===== src/rtl/mem_ctrl.sv =====
// mem_ctrl: serializes data/fetch requests into byte-wide RAM/IO transactions
module mem_ctrl (
  input  logic        clk,
  input  logic        rst,
  input  logic        rdy,
  input  logic        need_cache,
  input  logic [2:0]  cache_size,
  input  logic [31:0] cache_addr,
  input  logic        cache_way,
  input  logic [31:0] cache_value,
  output logic        cache_ready,
  output logic [31:0] cache_result,
  input  logic        ifetch_valid,
  input  logic [31:0] ifetch_addr,
  input  logic        clear,
  output logic        ifetch_ready,
  output logic [31:0] ifetch_data,
  input  logic [7:0]  mem_din,
  output logic [7:0]  mem_dout,
  output logic [31:0] mem_a,
  output logic        mem_wr,
  input  logic        io_buffer_full
);
  typedef enum logic [1:0] {IDLE, READ, WRITE, DONE} state_t;
  state_t state, state_nx;
  logic [31:0] addr, value, data_q, word, ext;
  logic [2:0] n, cnt;
  logic src_f, zext, rdy_q, stall;
  logic [7:0] din, din_save;
  assign stall = addr[17:16] == 2'b11 && io_buffer_full;
  assign mem_a = addr + {29'b0, cnt};
  assign mem_dout = 8'(value >> {cnt, 3'b0});
  assign mem_wr = rdy && state == WRITE && !stall;
  assign cache_ready = state == DONE && !src_f;
  assign ifetch_ready = state == DONE && src_f && !clear;
  // after an rdy-low stretch mem_din reflects the frozen address, so use the byte saved when the stall began
  assign din = rdy_q ? mem_din : din_save;
  assign word = data_q | ({24'b0, din} << {cnt - 3'd1, 3'b0});
  assign ext = n == 3'd1 ? (zext ? {24'b0, word[7:0]} : {{24{word[7]}}, word[7:0]}) :
               n == 3'd2 ? (zext ? {16'b0, word[15:0]} : {{16{word[15]}}, word[15:0]}) : word;
  always_comb begin
    state_nx = state;
    case (state)
      IDLE:  state_nx = need_cache ? (cache_way ? WRITE : READ) :
                        (ifetch_valid && !clear) ? READ : IDLE;
      READ:  state_nx = (src_f && clear) ? IDLE : (cnt == n) ? DONE : READ;
      WRITE: state_nx = (!stall && cnt == n - 3'd1) ? DONE : WRITE;
      DONE:  state_nx = IDLE;
    endcase
  end
  always_ff @(posedge clk) begin
    if (rst) begin
      rdy_q <= 1'b0;
      din_save <= 8'h0;
    end else begin
      rdy_q <= rdy;
      if (rdy_q) din_save <= mem_din;
    end
  end
  always_ff @(posedge clk) begin
    if (rst) begin
      state <= IDLE;
      addr <= '0;
      value <= '0;
      data_q <= '0;
      n <= '0;
      cnt <= '0;
      src_f <= 1'b0;
      zext <= 1'b0;
      cache_result <= '0;
      ifetch_data <= '0;
    end else if (rdy) begin
      state <= state_nx;
      if (state == IDLE) begin
        cnt <= '0;
        data_q <= '0;
        if (need_cache) begin
          addr <= cache_addr;
          value <= cache_value;
          n <= cache_size[1] ? 3'd4 : cache_size[0] ? 3'd2 : 3'd1;
          zext <= cache_size[2];
          src_f <= 1'b0;
        end else if (ifetch_valid && !clear) begin
          addr <= ifetch_addr;
          value <= '0;
          n <= 3'd4;
          zext <= 1'b0;
          src_f <= 1'b1;
        end
      end else if (state == READ) begin
        cnt <= cnt + 3'd1;
        if (cnt != 3'd0) data_q <= word;
        if (cnt == n && !(src_f && clear)) begin
          if (src_f) ifetch_data <= word;
          else cache_result <= ext;
        end
      end else if (state == WRITE && !stall) begin
        cnt <= cnt + 3'd1;
        if (cnt == n - 3'd1) cache_result <= '0;
      end
    end
  end
endmodule

===== config.mk =====
export PLATFORM = sky130hd
export DESIGN_NAME = mem_ctrl
export DESIGN_NICKNAME = d
export VERILOG_FILES = /design/src/rtl/mem_ctrl.sv
export SDC_FILE = /design/constraint.sdc
export NUM_CORES = 1
export LEC_CHECK = 0
export BUFFER_PORTS_ARGS = -buffer_cell sky130_fd_sc_hd__buf_4
export CAP_MARGIN = 25
export CELL_PAD_IN_SITES_DETAIL_PLACEMENT = 2
export CELL_PAD_IN_SITES_GLOBAL_PLACEMENT = 2
export CORE_UTILIZATION = 31
export DETAILED_ROUTE_END_ITERATION = 7
export PLACE_DENSITY = 0.79
export SETUP_SLACK_MARGIN = 0.2
export SLEW_MARGIN = 20
export SYNTH_ARGS = -nofsm -noshare
export SYNTH_HDL_FRONTEND = slang
export SYNTH_SLANG_ARGS = --single-unit

===== constraint.sdc =====
create_clock -name clk -period 2.77 [get_ports clk]
set_clock_uncertainty 0.05 [all_clocks]
set_input_delay 0 -clock clk [delete_from_list [all_inputs] [get_ports clk]]
set_output_delay 0 -clock clk [all_outputs]
set_load 0.03 [all_outputs]

==> results by group, run 1 <==
Synth
  • Syn Area/Cell: 9.12 µm²
  • Net Count, Synth: 1015
  • Synth unique cells: 58
  • Top FF cell, synth: dfxtp_1
  • Post-synth EDFFs: 0
  • Fraction of registers with async set/reset: 0%
  • Register area share after synthesis: 44.1%
  • Post-Syn Instances: 890
  • Count of state elements after synthesis: 179
  • Mapped Area: 8120 µm²
  • Synth warnings: 0

Pwr
  • IR Drop Worst-Case VDD: 0.574 mV
  • Switching pwr: 2.34 mW
  • P_int: 4.55 mW
  • Switching share of power: 33.9%
  • Clk network pwr share: 38.8%
  • Leak: 5.28 nW
  • Sequential Power Share: 41.0%
  • Pwr per Cell Area: 559 nW/µm²
  • Combinational Power Share: 20.2%

Timing
  • Fin crit period: 2.91 ns
  • Worst-Margin Slew: 0.817 ns
  • Unrepaired setup endpoints after global routing: true
  • Setup_tns: -0.455 ns
  • Final hold vios: 1
  • Max Fclk: 343 MHz
  • Final period util: 105%
  • Hold WS: -0.00440 ns
  • Slew Limit Headroom: 45.6%
  • Final setup violation count: 4
  • Worst setup margin: -0.144 ns
  • Max-slew violation count: 0

GRT
  • Initial antenna violation count: 0
  • Pin count of the biggest net entering global routing: 72
  • First-pass GRT wire length: 62.5 mm
  • Vias in the first global route: 9833
  • Grt ovf: 0
  • Total track usage: 31.3%

Detailed routing
  • Via count: 8978
  • # DRC: 0
  • Avg Vias per Cell: 5.70
  • Post-DRT Antenna Nets: 0
  • First drt pass iteration count: 5
  • WL/cell: 29.6 µm
  • Routed wire length: 46.7 mm
  • First-iteration detailed-routing DRC count: 641

Die
  • Core ar.: 25400 µm²
  • Chip width: 164 µm
  • Full die area: 26800 µm²
  • Die height: 164 µm
  • Initial Utilization: 32.0%
  • Cell row count: 58
  • Num ports: 222

Critical path
  • R2R Setup Slk: 0.08 ns
  • Crit Reg-Reg Startpoint: state[1]
  • Max Fanout on Critical Path: 4
  • Reg2reg path depth: 6
  • Crit path kind: flop to output pin
  • CP endpoint kind: output pin
  • R2R Path End: value[25]
  • WP data arrival: 2.86 ns
  • Worst Setup Start Kind: flop
  • Worst EP required: 2.72 ns

Place
  • Detail Placement HPWL: 20.2 mm
  • Pre-CTS WS: 0.0327 ns
  • Port bufs: 221
  • RePlAce Congestion: 0.779

Outcome
  • Status: finished with violations
  • Failing checks: hold timing, setup timing

Clock tree
  • Worst-skew pair later-pin latency: 0.47 ns
  • TritonCTS clock tree: built
  • Htree depth: 4
  • CTS Root Cell: clkbuf_16
  • Max Buffers Root-to-Sink: 2
  • Clock transition at the registers of the reported paths: 0.08 ns
  • Sinks on Clock Net: 179
  • Number of buffers created by CTS: 17

Hold path
  • Hold Startpoint: ifetch_addr[12]
  • Hold Path Class: input pin to flop
  • Hold path cells: 3
  • Hold endpoint: addr[12]

Cells and area
  • Nets: 1358
  • Layout cells sized above 1: 29.1%
  • Area Overhead vs Synth: 51.8%
  • Final core occ: 48.5%
  • Ant. Diodes: 0

Run
  • MaxCap Viol Count: 0
## flip-flops by register name (all words and copies together), names as in the netlist, 2 cells and up
name,count
addr,32
value,32
ifetch_data,32
cache_result,32
din_save,8
cnt,3
state,2
data_q,32
n,3
## worst max-delay path by stage
stage               depth (start not counted)   start  slack [ns]                to
floorplan                                   9  cnt[1]        0.50  cache_result[17]
global placement                            7  cnt[0]        0.32  cache_result[26]
detailed placement                          7  cnt[0]        0.03  cache_result[20]
CTS                                         9  cnt[1]        0.10         mem_a[31]
global route                               11  cnt[1]       -0.20         mem_a[30]
finish                                     11  cnt[1]       -0.14         mem_a[30]
## layout by cell type (no fill, tap or decap), types with 7 or more instances in the layout
| master | count |
|---|---|
| buf_4 | 256 |
| dfxtp_1 | 170 |
| nor2_1 | 147 |
| dlygate4sd3_1 | 125 |
| nand2_1 | 83 |
| a22oi_1 | 66 |
| mux2i_1 | 48 |
| a211oi_1 | 34 |
| a21oi_1 | 32 |
| a21o_1 | 26 |
| o2bb2ai_1 | 24 |
| xnor2_1 | 21 |
| nand3_1 | 17 |
| clkbuf_16 | 17 |
| xor2_1 | 12 |
| nor2b_1 | 11 |
| mux2_2 | 9 |
| nand2b_1 | 9 |
| mux4_2 | 8 |
| o21bai_1 | 8 |
| inv_1 | 7 |
| dfxtp_2 | 7 |
## cell usage after synthesis (2+ instances only)
cell type / count / area share, %
o211ai_1: 4 / 0.37
nor3_2: 3 / 0.37
o22ai_1: 2 / 0.15
and4_1: 3 / 0.32
nand3_1: 18 / 1.1
o2bb2ai_1: 24 / 2.6
ha_1: 9 / 1.4
a21oi_1: 33 / 2.0
a31oi_1: 3 / 0.23
nand2b_1: 9 / 0.69
nor3_1: 7 / 0.43
buf_6: 4 / 0.55
a21o_1: 26 / 2.4
inv_1: 7 / 0.32
clkbuf_1: 39 / 1.8
nand4_1: 5 / 0.39
buf_1: 6 / 0.28
mux2i_1: 48 / 5.9
o21ai_0: 4 / 0.25
o21bai_1: 8 / 0.74
buf_2: 14 / 0.86
a22oi_1: 66 / 6.1
nand2_1: 84 / 3.9
nor2b_1: 12 / 0.92
a41oi_1: 2 / 0.22
and2_1: 2 / 0.15
nor3b_2: 3 / 0.46
xnor2_1: 24 / 2.6
dfxtp_1: 179 / 44
and3_1: 4 / 0.31
xor2_1: 13 / 1.4
mux2_2: 9 / 1.2
nor2_1: 151 / 7.0
a211oi_1: 34 / 3.1
mux4_2: 8 / 2.2
## through the flow
step           power [mW]  area, µm²  hold WS (ns)  std cells
2_1_floorplan        3.43       8120        0.0645        890
3_3_place_gp         3.82      10100         0.185       1396
3_5_place_dp         3.85      10100         0.196       1396
4_1_cts              6.55      12000        0.0208       1561
5_1_grt              7.05      12300     -0.000329       1576
6_report             6.89      12300      -0.00440       1576
## layout make-up
class	count	area, µm²
fill	2684	13100
multi-input combinational	639	4400
sequential	179	3600
timing repair buffer	389	3280
clock buffer	17	425
tap	330	413
clock inverter	15	181
inverter	7	26.3
## kinds of logic (layout without fill, tap and decap cells)
family	Yosys count	in the layout	share of synthesized area, %
buffers and inverters	72	428	3.98
AO/OA/AOI/OAI	213	213	19.1
XOR/XNOR	38	38	4.27
AND/OR/NAND/NOR	313	313	17.5
adder cells (fa/ha/maj)	10	10	1.63
flip-flops	179	179	44.1
multiplexers	65	65	9.39
## metal layers
metal / routed length (µm) / vias up / track usage (%) / share of wire, %
met3: 2690 / 162 / 6.11 / 5.8
met2: 24000 / 450 / 58.3 / 51
met1: 17100 / 4543 / 33.1 / 37
met5: 0 / - / 0 / 0
met4: 2900 / 0 / 16.7 / 6.2
li1: - / 3823 / - / -
## power by group through the flow
stage          logic, mW  registers [mW]  clock network [mW]
6_report            1.39            2.82                2.67
3_3_place_gp       0.995            2.82                   0
5_1_grt             1.44            2.83                2.78
2_1_floorplan      0.634            2.79                   0
4_1_cts             1.20            2.77                2.58
3_5_place_dp        1.02            2.83                   0
## repair_timing
| item | 4_1_cts | 5_1_grt |
|---|---|---|
| buffers inserted | 8 | 15 |
| gates resized for setup | 14 | 38 |
| endpoints found under the setup margin | 42 | 109 |
| hold buffers | 125 | 0 |
| hold endpoints to repair | 77 | 0 |
| pin swaps | 12 | 15 |
## critical path, cell delays in order, from the launching register on
cell and delay [ns]:
dfxtp_2 0.37, buf_8 0.13, buf_6 0.12, fa_2 0.22, a21o_1 0.20, nand4_1 0.16, buf_6 0.19, nor4_4 0.40
buf_4 0.20, nand2_2 0.08, xnor2_2 0.17, buf_6 0.16
(Power assumes the default switching activity.)
==> run 2, diff against run 1 <==
--- a/config.mk
+++ b/config.mk
@@ -12,6 +12,7 @@
 export CORE_UTILIZATION = 31
 export DETAILED_ROUTE_END_ITERATION = 7
 export PLACE_DENSITY = 0.79
+export REMOVE_ABC_BUFFERS = 1
 export SETUP_SLACK_MARGIN = 0.2
 export SLEW_MARGIN = 20
 export SYNTH_ARGS = -nofsm -noshare
==> constraint.sdc (replaced) <==
create_clock -name clk -period 2.77 [get_ports clk]
set_clock_uncertainty 0.05 [all_clocks]
set_input_delay 0.1385 -clock clk [delete_from_list [all_inputs] [get_ports clk]]
set_output_delay 0.1385 -clock clk [all_outputs]
set_load 0.03 [all_outputs]
==> run 2 against run 1 <==
  * The flow now finishes without violations
  * Critical path depth fell by 1
  * Power fell by 7.2%
  * First-iteration DRC count fell by 50%
  * Non-clock buffer count fell by 88
  * Die area did not move
  * Clock power fell by 6%
  * Count of clock-buffer cells in the layout did not move
  * Largest cell class unchanged
==> results by group, run 2 (synthesized netlist as in run 1, its figures left out) <==
Detailed routing
  • Routed wire length: 29.6 mm (-37%)
  • First drt pass iteration count: 4 (-1)
  • # DRC: 0 (unchanged)
  • First-iteration detailed-routing DRC count: 318 (-50%)
  • Avg Vias per Cell: 5.15 (-9.5%)
  • Post-DRT Antenna Nets: 0 (unchanged)
  • Via count: 7670 (-15%)
  • WL/cell: 19.9 µm (-33%)

Critical path
  • Worst EP required: 2.58 ns (-0.14 ns)
  • WP data arrival: 2.48 ns (-0.38 ns)
  • Crit path kind: flop to output pin
  • R2R Setup Slk: 0.31 ns (+0.23 ns)
  • Worst Setup Start Kind: flop
  • CP endpoint kind: output pin
  • Max Fanout on Critical Path: 3 (-1)

Clock tree
  • TritonCTS clock tree: built
  • Clock transition at the registers of the reported paths: 0.07 ns (about the same)
  • Worst-skew pair later-pin latency: 0.44 ns (-0.03 ns)
  • Max Buffers Root-to-Sink: 2 (unchanged)
  • Htree depth: 4 (unchanged)
  • Sinks on Clock Net: 179 (unchanged)
  • Number of buffers created by CTS: 17 (unchanged)
  • CTS Root Cell: clkbuf_16

Pwr
  • IR Drop Worst-Case VDD: 0.321 mV (-44%)
  • P_int: 4.44 mW (-2.4%)
  • Pwr per Cell Area: 560 nW/µm² (+0.25%)
  • Pwr Total: 6.40 mW (-7.2%)
  • Leak: 4.86 nW (-8.0%)
  • Switching pwr: 1.95 mW (-16%)
  • Sequential Power Share: 43.4% (+2.4 points)
  • Clk network pwr share: 39.3% (+0.5 points)
  • Switching share of power: 30.5% (-3.4 points)
  • Combinational Power Share: 17.3% (-2.9 points)

GRT
  • Grt ovf: 0 (unchanged)
  • Pin count of the biggest net entering global routing: 116 (+61%)
  • Total track usage: 22.1% (-9.3 points)
  • First-pass GRT wire length: 45.8 mm (-27%)
  • Vias in the first global route: 8341 (-15%)
  • Initial antenna violation count: 0 (unchanged)

Cells and area
  • Area Overhead vs Synth: 40.6%
  • Final core occ: 44.9% (-3.6 points)
  • Nets: 1270 (-6.5%)
  • Storage cell area: 3600 µm² (about the same)
  • Final instance area: 11400 µm² (-7.4%)
  • Multi-input gate area: 4340 µm² (-1.2%)
  • Layout cells sized above 1: 29.3% (+0.22 points)
  • Fill cells: 2702 (+0.67%)
  • Finished Layout Cells: 1488 (-5.6%)
  • Most common cell after layout, fill and taps aside: buf_4
  • Commonest cells after routing, fill and taps aside: 247 x buf_4, 172 x dfxtp_1, 149 x nor2_1
  • Ant. Diodes: 0 (unchanged)

Timing
  • Setup_tns: 0 ns (+0.455 ns)
  • Max Fclk: 375 MHz (+9.3%)
  • Max-slew violation count: 0 (unchanged)
  • Fin crit period: 2.67 ns (-0.248 ns)
  • Slew Limit Headroom: 44.2% (-1.3 points)
  • Final period util: 96.3% (-9.0 points)
  • Hold WS: 0.0103 ns (+0.0147 ns)
  • Final hold vios: 0 (-1)
  • Final setup violation count: 0 (-4)
  • Worst-Margin Slew: 0.834 ns (+0.0168 ns)
  • Worst setup margin: 0.104 ns (+0.248 ns)
  • Unrepaired setup endpoints after global routing: true

Place
  • Detail Placement HPWL: 19.0 mm (-5.9%)
  • Port bufs: 221 (unchanged)
  • RePlAce Congestion: 0.746 (-4.2%)
  • Dpl cell area: 10100 µm² (about the same)
  • Placed cells: 1393 (-0.21%)
  • Pre-CTS WS: 0.172 ns (+0.139 ns)

Run
  • MaxCap Viol Count: 0 (unchanged)

Outcome
  • Status: finished clean

Die
  • Die height: 164 µm (unchanged)
  • Cell row count: 58 (unchanged)
  • Chip width: 164 µm (unchanged)
  • Num ports: 222 (unchanged)
  • Full die area: 26800 µm² (unchanged)
  • Initial Utilization: 32.0% (unchanged)
  • Core ar.: 25400 µm² (unchanged)

Hold path
  • Hold Path Class: input pin to flop
==> run 2: changes by cell type in the layout (fill, tap and decap cells not counted), moves of 3 or more <==
cell | previous run | this run
dfxtp_2 | 7 | 3
buf_6 | 5 | 1
dlygate4sd3_1 | 125 | 51
inv_6 | 6 | 3
buf_4 | 256 | 247
==> run 2: repair_timing <==
| action | 4_1_cts | 5_1_grt |
|---|---|---|
| hold endpoints to repair | 49 | 0 |
| setup endpoints to repair | 26 | 67 |
| pin swaps | 10 | 15 |
| hold buffers | 51 | 0 |
| resized for setup | 18 | 14 |
| buffers inserted | 6 | 6 |
==> run 2: power by group through the flow <==
| stage | combinational (mW) | clock [mW] | sequential [mW] |
|---|---|---|---|
| after floorplan | 0.542 | 0 | 2.82 |
| after global placement | 0.992 | 0 | 2.82 |
| after detailed placement | 1.01 | 0 | 2.83 |
| after CTS | 1.09 | 2.59 | 2.77 |
| after global routing | 1.19 | 2.70 | 2.79 |
| final | 1.10 | 2.51 | 2.78 |
==> run 2: worst max-delay path: stages, from the launching register on <==
cell     delay, ns
dfxtp_4       0.37
ha_4          0.14
fa_2          0.21
a21o_1        0.17
nand4_1       0.12
buf_6         0.16
nor4_4        0.32
buf_4         0.18
nand2_2       0.05
xnor2_1       0.14
buf_4         0.18
==> run 2: routing by layer <==
| layer | vias up | global-route usage, % | part of all wire (%) |
|---|---|---|---|
| met2 | 148 | 39.9 | 53 |
| li1 | 3665 | - | - |
| met1 | 3836 | 26.7 | 42 |
| met3 | 21 | 3.69 | 3.4 |
| met5 | - | 0 | 0 |
| met4 | 0 | 6.27 | 1.4 |
==> run 2: layout make-up <==
class | count | area share [%]
clock buffer | 17 | 3.73
clock inverter | 15 | 1.66
inverter | 7 | 0.230
multi-input combinational | 639 | 38.0
sequential | 179 | 31.6
tap | 330 | 3.62
timing repair buffer | 301 | 21.2
==> run 2: final timing paths <==
check / startpoint / to / cells after the start
setup / recovery: addr[0] / mem_a[28] / 10
hold / removal: ifetch_addr[26] / addr[26] / 3
setup reg to reg: cnt[0] / ifetch_data[21] / 8
hold reg to reg: ifetch_data[17] / ifetch_data[17] / 2
